[config.mk]
export PLATFORM = sky130hd
export DESIGN_NAME = example_regbank_flat
export DESIGN_NICKNAME = d
export VERILOG_FILES = /design/src/rtl/example_regbank_pkg.sv /design/src/rtl/example_regbank_if.sv /design/src/rtl/example_regbank_cell.sv /design/src/rtl/example_regbank.sv /design/src/flat_wrapper.sv
export SDC_FILE = /design/constraint.sdc
export NUM_CORES = 1
export LEC_CHECK = 0
export BUFFER_PORTS_ARGS = -buffer_cell sky130_fd_sc_hd__buf_4
export CORE_AREA = 4 4 326 328
export CTS_CLUSTER_DIAMETER = 100
export CTS_CLUSTER_SIZE = 20
export DETAILED_ROUTE_END_ITERATION = 7
export DIE_AREA = 0 0 330 332
export SETUP_SLACK_MARGIN = 0.2
export SKIP_LAST_GASP = 1
export SLEW_MARGIN = 10
export SYNTH_ARGS = -nofsm -noshare
export SYNTH_HDL_FRONTEND = slang
export SYNTH_HIERARCHICAL = 1
export SYNTH_SLANG_ARGS = --single-unit
[constraint.sdc]
create_clock -name clk -period 2.8 [get_ports clk]
set_clock_uncertainty 0.15 [all_clocks]
set_input_delay 0.14 -clock clk [delete_from_list [all_inputs] [get_ports clk]]
set_output_delay 0.14 -clock clk [all_outputs]
set_load 0.005 [all_outputs]
[src/rtl/example_regbank_pkg.sv]
// Shared types for example_regbank: access modes, response record, access-field helper.
package example_regbank_pkg;

    typedef enum logic [1:0] {
        ACC_RW  = 2'd0,
        ACC_RO  = 2'd1,
        ACC_W1C = 2'd2
    } access_t;

    localparam int MAX_REGS       = 256;
    localparam int MAX_DATA_WIDTH = 128;

    typedef struct packed {
        logic                      valid;
        logic [MAX_DATA_WIDTH-1:0] rdata;
        logic                      err;
    } rsp_t;

    // The illegal encoding 3 is treated as read-only so a bad map can never corrupt state.
    function automatic access_t acc_of(input logic [2*MAX_REGS-1:0] access, input int idx);
        logic [1:0] f;
        f = access[2*idx +: 2];
        case (f)
            2'd0:    return ACC_RW;
            2'd2:    return ACC_W1C;
            default: return ACC_RO;
        endcase
    endfunction

endpackage

[src/rtl/example_regbank_if.sv]
// Valid/ready request/response bus between the register bridge (master) and the bank (slave).
interface example_regbank_if #(
    parameter int ADDR_WIDTH = 3,
    parameter int DATA_WIDTH = 32
);
    logic                    req_valid;
    logic                    req_ready;
    logic                    req_we;
    logic [ADDR_WIDTH-1:0]   req_addr;
    logic [DATA_WIDTH-1:0]   req_wdata;
    logic [DATA_WIDTH/8-1:0] req_strb;
    logic                    rsp_valid;
    logic                    rsp_ready;
    logic [DATA_WIDTH-1:0]   rsp_rdata;
    logic                    rsp_err;

    modport master (
        output req_valid, req_we, req_addr, req_wdata, req_strb, rsp_ready,
        input  req_ready, rsp_valid, rsp_rdata, rsp_err
    );

    modport slave (
        input  req_valid, req_we, req_addr, req_wdata, req_strb, rsp_ready,
        output req_ready, rsp_valid, rsp_rdata, rsp_err
    );
endinterface

[src/rtl/example_regbank_cell.sv]
// One register of the bank: RW byte-merge, W1C with set-over-clear priority, or RO passthrough.
module example_regbank_cell
    import example_regbank_pkg::*;
#(
    parameter int                    DATA_WIDTH = 32,
    parameter access_t               ACC        = ACC_RW,
    parameter logic [DATA_WIDTH-1:0] RST_VAL    = '0,
    parameter bit                    NO_RST     = 1'b0
) (
    input  logic                    clk,
    input  logic                    rst_n,
    input  logic                    we_i,
    input  logic [DATA_WIDTH-1:0]   wdata_i,
    input  logic [DATA_WIDTH/8-1:0] strb_i,
    input  logic [DATA_WIDTH-1:0]   hw_in_i,
    input  logic [DATA_WIDTH-1:0]   hw_set_i,
    output logic [DATA_WIDTH-1:0]   val_o,
    output logic                    wr_pulse_o
);
    localparam int NB = DATA_WIDTH / 8;

    logic pulse_q;
    logic unused_ok;

    // Each access mode leaves some inputs unconnected to logic.
    assign unused_ok = ^{hw_in_i, hw_set_i, wdata_i, strb_i};

    if (ACC == ACC_RO) begin : g_ro
        assign val_o = hw_in_i;
    end else begin : g_store
        logic [DATA_WIDTH-1:0] bmask;
        logic [DATA_WIDTH-1:0] val_d, val_q;

        always_comb begin
            bmask = '0;
            for (int k = 0; k < NB; k++) bmask[k*8 +: 8] = {8{strb_i[k]}};
        end

        always_comb begin
            val_d = val_q;
            if (ACC == ACC_W1C) begin
                if (we_i) val_d = val_q & ~(wdata_i & bmask);
                val_d = val_d | hw_set_i;
            end else if (we_i) begin
                val_d = (val_q & ~bmask) | (wdata_i & bmask);
            end
        end

        if (NO_RST) begin : g_nrst
            always_ff @(posedge clk) val_q <= val_d;
        end else begin : g_rst
            always_ff @(posedge clk or negedge rst_n) begin
                if (!rst_n) val_q <= RST_VAL;
                else        val_q <= val_d;
            end
        end

        assign val_o = val_q;
    end

    always_ff @(posedge clk or negedge rst_n) begin
        if (!rst_n) pulse_q <= 1'b0;
        else        pulse_q <= we_i && (ACC != ACC_RO);
    end

    assign wr_pulse_o = pulse_q;

endmodule

[src/rtl/example_regbank.sv]
// Parametrised register bank with a valid/ready bus port and one outstanding response.
// Define REGBANK_ERR_EN to flag out-of-range accesses and RO writes on rsp_err.
module example_regbank
    import example_regbank_pkg::*;
#(
    parameter int                             NUM_REGS      = 8,
    parameter int                             ADDR_WIDTH    = 3,
    parameter int                             DATA_WIDTH    = 32,
    parameter logic [2*NUM_REGS-1:0]          ACCESS        = '0,
    parameter logic [NUM_REGS*DATA_WIDTH-1:0] RESET_VALUE   = '0,
    parameter logic [NUM_REGS-1:0]            NO_RESET_MASK = '0
) (
    input  logic                           clk,
    input  logic                           rst_n,
    example_regbank_if.slave               bus,
    input  logic [NUM_REGS*DATA_WIDTH-1:0] hw_in,
    input  logic [NUM_REGS*DATA_WIDTH-1:0] hw_set,
    output logic [NUM_REGS*DATA_WIDTH-1:0] regs_out,
    output logic [NUM_REGS-1:0]            wr_pulse
);
    logic                                 accept;
    logic [NUM_REGS-1:0]                  sel;
    logic [NUM_REGS-1:0]                  we;
    logic [NUM_REGS-1:0][DATA_WIDTH-1:0]  regs;
    logic [DATA_WIDTH-1:0]                rd_mux;
    logic                                 err_d;
    rsp_t                                 rsp_d, rsp_q;
    logic                                 unused_ok;

    assign bus.req_ready = !rsp_q.valid || bus.rsp_ready;
    assign accept        = bus.req_valid && bus.req_ready;

    for (genvar i = 0; i < NUM_REGS; i++) begin : g_reg
        assign sel[i] = (bus.req_addr == ADDR_WIDTH'(i));
        assign we[i]  = accept && bus.req_we && sel[i];

        example_regbank_cell #(
            .DATA_WIDTH (DATA_WIDTH),
            .ACC        (acc_of((2*MAX_REGS)'(ACCESS), i)),
            .RST_VAL    (RESET_VALUE[i*DATA_WIDTH +: DATA_WIDTH]),
            .NO_RST     (NO_RESET_MASK[i])
        ) u_cell (
            .clk        (clk),
            .rst_n      (rst_n),
            .we_i       (we[i]),
            .wdata_i    (bus.req_wdata),
            .strb_i     (bus.req_strb),
            .hw_in_i    (hw_in[i*DATA_WIDTH +: DATA_WIDTH]),
            .hw_set_i   (hw_set[i*DATA_WIDTH +: DATA_WIDTH]),
            .val_o      (regs[i]),
            .wr_pulse_o (wr_pulse[i])
        );
    end

    assign regs_out = regs;

    // Out-of-range addresses match no sel bit, so the mux naturally yields zero.
    always_comb begin
        rd_mux = '0;
        for (int i = 0; i < NUM_REGS; i++) begin
            if (sel[i]) rd_mux = regs[i];
        end
    end

`ifdef REGBANK_ERR_EN
    logic in_range;
    assign in_range = ({1'b0, bus.req_addr} < (ADDR_WIDTH+1)'(NUM_REGS));

    always_comb begin
        err_d = !in_range;
        for (int i = 0; i < NUM_REGS; i++) begin
            if (sel[i] && bus.req_we && (acc_of((2*MAX_REGS)'(ACCESS), i) == ACC_RO)) err_d = 1'b1;
        end
    end
`else
    assign err_d = 1'b0;
`endif

    always_comb begin
        rsp_d = rsp_q;
        if (accept) begin
            rsp_d.valid = 1'b1;
            rsp_d.rdata = '0;
            if (!bus.req_we) rsp_d.rdata[DATA_WIDTH-1:0] = rd_mux;
            rsp_d.err   = err_d;
        end else if (bus.rsp_ready) begin
            rsp_d.valid = 1'b0;
        end
    end

    always_ff @(posedge clk or negedge rst_n) begin
        if (!rst_n) rsp_q <= '0;
        else        rsp_q <= rsp_d;
    end

    assign bus.rsp_valid = rsp_q.valid;
    assign bus.rsp_rdata = rsp_q.rdata[DATA_WIDTH-1:0];
`ifdef REGBANK_ERR_EN
    assign bus.rsp_err   = rsp_q.err;
`else
    assign bus.rsp_err   = 1'b0;
`endif

    // The response record is sized for the widest bank; the spare bits are never read.
    assign unused_ok = ^rsp_q;

endmodule

[src/flat_wrapper.sv]
// flat-port wrapper written by rule: the top's interface ports become plain ports
module example_regbank_flat import example_regbank_pkg::*;
#(
    parameter int                             NUM_REGS      = 8,
    parameter int                             ADDR_WIDTH    = 3,
    parameter int                             DATA_WIDTH    = 32,
    parameter logic [2*NUM_REGS-1:0]          ACCESS        = '0,
    parameter logic [NUM_REGS*DATA_WIDTH-1:0] RESET_VALUE   = '0,
    parameter logic [NUM_REGS-1:0]            NO_RESET_MASK = '0
)
  (clk, rst_n, hw_in, hw_set, regs_out, wr_pulse, bus_req_valid, bus_req_we, bus_req_addr, bus_req_wdata, bus_req_strb, bus_rsp_ready, bus_req_ready, bus_rsp_valid, bus_rsp_rdata, bus_rsp_err);
  example_regbank_if #(.ADDR_WIDTH(ADDR_WIDTH), .DATA_WIDTH(DATA_WIDTH)) bus_i ();
  input  logic clk;
  input  logic rst_n;
  input  logic [NUM_REGS*DATA_WIDTH-1:0] hw_in;
  input  logic [NUM_REGS*DATA_WIDTH-1:0] hw_set;
  output logic [NUM_REGS*DATA_WIDTH-1:0] regs_out;
  output logic [NUM_REGS-1:0] wr_pulse;
  input wire logic [$bits(bus_i.req_valid)-1:0] bus_req_valid;
  input wire logic [$bits(bus_i.req_we)-1:0] bus_req_we;
  input wire logic [$bits(bus_i.req_addr)-1:0] bus_req_addr;
  input wire logic [$bits(bus_i.req_wdata)-1:0] bus_req_wdata;
  input wire logic [$bits(bus_i.req_strb)-1:0] bus_req_strb;
  input wire logic [$bits(bus_i.rsp_ready)-1:0] bus_rsp_ready;
  output wire logic [$bits(bus_i.req_ready)-1:0] bus_req_ready;
  output wire logic [$bits(bus_i.rsp_valid)-1:0] bus_rsp_valid;
  output wire logic [$bits(bus_i.rsp_rdata)-1:0] bus_rsp_rdata;
  output wire logic [$bits(bus_i.rsp_err)-1:0] bus_rsp_err;
  assign bus_i.req_valid = bus_req_valid;
  assign bus_i.req_we = bus_req_we;
  assign bus_i.req_addr = bus_req_addr;
  assign bus_i.req_wdata = bus_req_wdata;
  assign bus_i.req_strb = bus_req_strb;
  assign bus_i.rsp_ready = bus_rsp_ready;
  assign bus_req_ready = bus_i.req_ready;
  assign bus_rsp_valid = bus_i.rsp_valid;
  assign bus_rsp_rdata = bus_i.rsp_rdata;
  assign bus_rsp_err = bus_i.rsp_err;
  example_regbank #(.NUM_REGS(NUM_REGS), .ADDR_WIDTH(ADDR_WIDTH), .DATA_WIDTH(DATA_WIDTH), .ACCESS(ACCESS), .RESET_VALUE(RESET_VALUE), .NO_RESET_MASK(NO_RESET_MASK)) u_core (.clk(clk), .rst_n(rst_n), .bus(bus_i), .hw_in(hw_in), .hw_set(hw_set), .regs_out(regs_out), .wr_pulse(wr_pulse));
endmodule
==> results of run 1 <==
metrics by stage:
step	total power [uW]	area, sq um	worst slack, ns	util	cells
5_1_grt	12500	19100	0.243	0.185	2804
3_5_place_dp	8840	18000	0.448	0.175	2730
4_1_cts	12000	19100	0.228	0.185	2803
2_1_floorplan	6670	13600	0.796	-	1006
6_report	11800	19100	0.352	0.185	2808
3_3_place_gp	8800	18000	0.451	0.175	2730
per-layer routing:
layer	vias to the layer above	part of all wire
met5	-	0.00042
met4	4	0.028
met3	75	0.11
met2	363	0.47
met1	5259	0.39
li1	4541	-
area by class of cell:
cell class / count / area (sq um) / share of cell area
flip-flops and latches: 297 / 7430 / 0.390
multi-input cells: 661 / 5860 / 0.307
repair buffers: 434 / 3420 / 0.179
well taps: 1380 / 1730 / 0.0905
clock buffers: 22 / 539 / 0.0283
clock inverters: 8 / 83.8 / 0.00439
diodes: 5 / 12.5 / 0.000656
inverters: 1 / 3.75 / 0.000197
power breakdown:
group	switching, uW	internal (uW)	total, uW
Clock	1670	1440	3110
Combinational	1440	1740	3170
Sequential	581	4970	5550
kinds of logic after synthesis:
| family | after synthesis | share of synthesized area |
|---|---|---|
| muxes | 343 | 0.285 |
| buffers and inverters | 48 | 0.0198 |
| other | 1 | 0.000277 |
| and+or+nand+nor | 160 | 0.0690 |
| DFF | 297 | 0.548 |
| AOI/OAI and AO/OA | 157 | 0.0780 |
worst min path at each step:
stage	from	endpoint	slack [ns]	depth (start not counted)
after floorplan	rst_n	u_core/bus.rsp_rdata[0]	-0.31	0
after global placement	rst_n	async pin	0.02	1
after detailed placement	rst_n	async pin	0.02	1
after CTS	bus_req_addr[2]	u_core/g_reg[4].u_cell/wr_pulse_o	0.006	3
after global routing	bus_req_addr[2]	u_core/g_reg[4].u_cell/wr_pulse_o	0.04	3
final	rst_n	async pin	0.002	2
placed cells by master (no fill, tap or decap), types with 21 or more instances in the layout:
cell,count
a21oi_1,51
a22o_1,27
buf_4,386
clkbuf_16,21
dfrtp_1,297
dlygate4sd3_1,43
mux2_2,310
mux2i_1,25
nand2_2,33
nor2_1,42
o22ai_1,41
critical path: stages:
cell and delay, ns:
dlygate4sd3_1 0.54, buf_4 0.28, nand3_2 0.12, dlygate4sd3_1 0.60
nor2_2 0.20, buf_4 0.18, nand2_2 0.26, mux2_2 0.36
what timing repair did:
action,4_1_cts,5_1_grt
hold buffers,43,0
endpoints found under the setup margin,0,19
endpoints found under the hold margin,469,0
resized for setup,0,1
==> flow_metrics.py, run 1 <==
metrics = {
    "logic_synthesis": {
        "synthesis.nets": 1562,
        "synth_top_area_frac": 0.548,
        "synth_area_sq_um": 13600,
        "yosysSeqAreaShare": 0.548,
        "synth_area_per_cell_sq_um": 13.5,
        "ys.flop_type": "dfrtp_1",
        "yosysTopAreaCell": "dfrtp_1",
        "synthTopCellsByCount": "mux2_2, dfrtp_1, a21oi_1",
        "postSynthCellCount": 1006,
        "ys.warnings.count": 6,
        "async_flop_share": 1.00,
        "yosys.cell_types.count": 40,
        "yosysMostFrequentCell": "mux2_2",
        "ys_ff_latch": 297,
        "synth_edf_count": 0,
        "synth.area.top_cells": "dfrtp_1, mux2_2, o22ai_1, a21oi_1, mux2i_1",
    },
    "clock_network": {
        "cts_tree": "yes",
        "cts_made_buffers": 21,
        "root_buffer": "clkbuf_16",
        "h-tree-depth": 1,
        "clkSinkCount": 297,
        "clockBufferDepth": 3,
        "cts_setup_buffers": 0,
        "path_clk_slew_ns": 0.09,
        "clk_latency_ns": 0.54,
    },
    "floorplan": {
        "pin_count": 855,
        "core-area_sq_um": 103000,
        "start_util": 0.131,
        "die-area_sq_um": 110000,
        "rows": 118,
        "die_y_um": 332,
        "die_x_um": 330,
    },
    "worst_setup_path": {
        "cp.arrival_ns": 2.72,
        "start_kind": "input port",
        "r2r-start": "u_core/bus.rsp_valid",
        "crit_required_ns": 3.08,
        "crit_start": "bus_req_addr[0]",
        "r2r_slack_ns": 0.40,
        "endpoint_kind": "flop",
        "crit_type": "input port to flop",
        "r2r.worst_path.cells": 8,
        "critical_path.max_fanout": 11,
    },
    "sta": {
        "finalSetupViolCount": 0,
        "final_max_slew_viol_count": 0,
        "fmax_ghz": 0.409,
        "tns_ns": 0,
        "fin_crit_sh": 0.874,
        "tightestPinTransition_ns": 0.732,
        "slew_headroom": 0.512,
        "rsz0062_at_grt": "no",
        "holdWs_ns": 0.00241,
        "min_period_ns": 2.45,
        "hold_violations": 0,
    },
    "grt": {
        "grtUsageMet3": 0.0570,
        "grt_pass1_wl_um": 90000,
        "globalRouteMet1Util": 0.133,
        "grt_pass1_vias": 10882,
        "grt_start_max_net_pins": 82,
        "antenna_found_initial": 11,
        "grt-ovfl-total": 0,
        "grt.busiest_layer": "met2",
        "grtUsageMet2": 0.189,
        "grt_usage": 0.115,
    },
    "placed_design": {
        "gp_congestion": 0.817,
        "dp_hpwl_um": 51700,
        "numPortBuffers": 341,
    },
    "drt": {
        "wirelength_um": 64900,
        "dr.pass1.iters": 4,
        "ant_nets": 0,
        "wire_per_inst_um": 23.1,
        "viasPerCell": 3.65,
        "drtIter0Drc": 416,
        "num_vias": 10242,
        "drc": 0,
    },
    "cells_and_area": {
        "nNetsFinal": 1972,
        "area_growth_pct": 40.8,
        "fillers": 11321,
        "drive_gt1_frac": 0.561,
    },
    "power_and_ir_drop": {
        "powerDensity_nw_per_um2": 620,
        "power_leakage_uw": 0.00890,
        "vdd_drop_max_mv": 0.550,
    },
    "flow_run": {
        "maxCapViolCount": 0,
    },
    "status": {
        "status": "completed",
    },
    "worst_hold_path": {
        "holdCritPathClass": "input port to async pin",
    },
}
Power figures use the tool's default switching activity.
==> run 2, diff against run 1 <==
--- a/config.mk
+++ b/config.mk
@@ -5,12 +5,14 @@
 export SDC_FILE = /design/constraint.sdc
 export NUM_CORES = 1
 export LEC_CHECK = 0
-export BUFFER_PORTS_ARGS = -buffer_cell sky130_fd_sc_hd__buf_4
-export CORE_AREA = 4 4 326 328
+export ABC_AREA = 1
+export CORE_AREA = 4 4 330 332
 export CTS_CLUSTER_DIAMETER = 100
 export CTS_CLUSTER_SIZE = 20
 export DETAILED_ROUTE_END_ITERATION = 7
-export DIE_AREA = 0 0 330 332
+export DIE_AREA = 0 0 334 336
+export DONT_BUFFER_PORTS = 1
+export MAX_ROUTING_LAYER = met4
 export SETUP_SLACK_MARGIN = 0.2
 export SKIP_LAST_GASP = 1
 export SLEW_MARGIN = 10
==> flow_metrics.py, run 2 <==
metrics = {
    "status": {
        "status": "finished, violations left",
        "violations": "hold timing",
    },
    "logic_synthesis": {
        "yosysTopAreaCell": "dfrtp_1",
        "synth.area.top_cells": "dfrtp_1, nand2_1, nand3_1, nand3_2, nor2_1",
        "yosysSeqAreaShare": 0.512,
        "ys_ff_latch": 297,
        "async_flop_share": 1.00,
        "synth_area_sq_um": 14500,
        "synth_compound_area_frac": 0.0104,
        "muxShareOfSynthArea": 0,
        "ys.warnings.count": 6,
        "synthTopCellsByCount": "nand2_1, dfrtp_1, nand3_1",
        "synth_edf_count": 0,
        "synthAdderAreaFrac": 0,
        "synthXorXnorAreaFrac": 0,
        "yosys.cell_types.count": 23,
        "synth_top_family_by_area": "simple AND/OR/NAND/NOR gates",
        "yosys.area_share.simple": 0.404,
        "yosysMostFrequentCell": "nand2_1",
        "synth_top_area_frac": 0.512,
        "synthesis.nets": 2321,
        "postSynthCellCount": 1765,
        "synth_area_per_cell_sq_um": 8.22,
        "ys.flop_type": "dfrtp_1",
    },
    "power_and_ir_drop": {
        "power_leakage_uw": 0.00813,
        "powerDensity_nw_per_um2": 630,
        "vdd_drop_max_mv": 0.619,
    },
    "floorplan": {
        "die_y_um": 336,
        "die_x_um": 334,
        "rows": 120,
        "start_util": 0.136,
        "pin_count": 855,
        "core-area_sq_um": 106000,
        "die-area_sq_um": 112000,
    },
    "clock_network": {
        "h-tree-depth": 1,
        "path_clk_slew_ns": 0.09,
        "root_buffer": "clkbuf_16",
        "clk_latency_ns": 0.58,
        "cts_made_buffers": 22,
        "clkSinkCount": 297,
        "holdBufCountCts": 60,
        "clockBufferDepth": 3,
        "cts_tree": "yes",
    },
    "grt": {
        "grt_pass1_wl_um": 101000,
        "grt_start_max_net_pins": 298,
        "grt_usage": 0.130,
        "grt-ovfl-total": 0,
        "grt_pass1_vias": 12286,
        "antenna_found_initial": 14,
    },
    "worst_setup_path": {
        "cp_slowest_cell": "dlygate4sd3_1",
        "start_kind": "flop",
        "cp_slowest_stage_delay_ns": 0.58,
        "cp.arrival_ns": 2.79,
        "crit_family": "buffers and inverters",
        "crit_required_ns": 3.15,
        "endpoint_kind": "flop",
        "crit_type": "flop to flop",
        "path_cells": "nand2_1 > nand3_1 > buf_4 > nor2_4 > buf_4 > nand3_2 > dlygate4sd3_1 > nand2_1",
        "critical_path.max_fanout": 18,
        "path_buf_inv": 3,
    },
    "sta": {
        "finalSetupViolCount": 0,
        "tns_ns": 0,
        "postLayoutSetupSlackWorst_ns": 0.363,
        "fin_crit_sh": 0.871,
        "hold_violations": 297,
        "rsz0062_at_grt": "no",
        "fmax_ghz": 0.410,
        "slew_headroom": 0.301,
        "holdWs_ns": -0.898,
        "min_period_ns": 2.44,
        "final_max_slew_viol_count": 0,
        "tightestPinTransition_ns": 1.05,
    },
    "placed_design": {
        "dpl_cell_area_sq_um": 15800,
        "dp_hpwl_um": 55200,
        "gp_congestion": 0.906,
        "dpl_worst_slack_ns": 0.460,
        "numPortBuffers": 0,
    },
    "drt": {
        "viasPerCell": 3.97,
        "drc": 0,
        "dr.pass1.iters": 8,
        "wirelength_um": 73600,
        "wire_per_inst_um": 22.9,
        "num_vias": 12740,
        "drtIter0Drc": 1421,
        "ant_nets": 0,
    },
    "cells_and_area": {
        "final_cell_mix": "nand2_1, dfrtp_1, nand3_1",
        "finish.instance_area_sq_um": 17200,
        "fillers": 12027,
        "area_growth_pct": 18.8,
        "regArea_sq_um": 7430,
        "multi_input_area_sq_um": 6080,
        "drive_gt1_frac": 0.120,
        "nNetsFinal": 2349,
        "mostFrequentLayoutCell": "nand2_1",
    },
    "flow_run": {
        "maxCapViolCount": 0,
    },
    "worst_hold_path": {
        "holdCritPathClass": "input port to async pin",
    },
}
==> run 2: area by class of cell <==
class	instances	area share
antenna	8	0.00116
clock buffer	22	0.0320
clock inverter	8	0.00647
inverter	48	0.0106
multi-input combinational	1322	0.353
sequential	297	0.432
tap	1403	0.102
timing repair buffer	102	0.0631
==> run 2: per-layer routing <==
metal | vias up | wire length, um | global-route usage | share of wire
li1 | 5696 | - | - | -
met1 | 6328 | 30800 | 0.163 | 0.42
met2 | 624 | 33500 | 0.203 | 0.46
met3 | 92 | 7080 | 0.0423 | 0.096
met4 | 0 | 2180 | 0.0314 | 0.030
met5 | - | 0 | - | 0
==> run 2: cell families after synthesis <==
family | after synthesis
other | 1
AO/OA/AOI/OAI | 30
AND/OR/NAND/NOR | 1291
buffers and inverters | 146
flip-flops | 297
==> run 2: metrics by stage <==
stage | power (uW) | util | std cells
global route | 11400 | 0.162 | 3210
finish | 10900 | 0.162 | 3210
detailed placement | 7480 | 0.149 | 3108
CTS | 11000 | 0.161 | 3198
floorplan | 6500 | - | 1765
global placement | 7430 | 0.149 | 3108
==> run 2: path summary, 6_finish.rpt <==
path                                              start                        to  slack, ns  cells past startpoint
worst max-delay path               u_core/bus.rsp_valid                      flop       0.36                      8
worst min-delay path                              rst_n                 async pin      -0.90                      0
worst max register to register     u_core/bus.rsp_valid                      flop       0.36                      8
worst min register to register  u_core/bus.rsp_rdata[9]   u_core/bus.rsp_rdata[9]       0.37                      2
max in group asynchronous                         rst_n                 async pin       2.78                      0
min in group clk                        bus_req_addr[0]  u_core/bus.rsp_rdata[20]       0.03                      8
==> run 2: repair_timing <==
item	in CTS	in global routing
resized for setup	0	0
endpoints found under the hold margin	590	297
buffers inserted	0	4
endpoints found under the setup margin	0	11
==> run 2: report_power, final <==
part | switching, uW | leakage (uW) | internal [uW] | total (uW)
clock | 1760 | 0.000322 | 1500 | 3260
sequential | 1290 | 0.00392 | 4970 | 6260
combinational | 872 | 0.00388 | 457 | 1330
==> run 2: worst register-to-register path, stage by stage, from the launching register on <==
cell	delay (ns)
dfrtp_1	0.40
nand2_1	0.22
nand3_1	0.18
buf_4	0.24
nor2_4	0.13
buf_4	0.31
nand3_2	0.11
dlygate4sd3_1	0.58
nand2_1	0.06
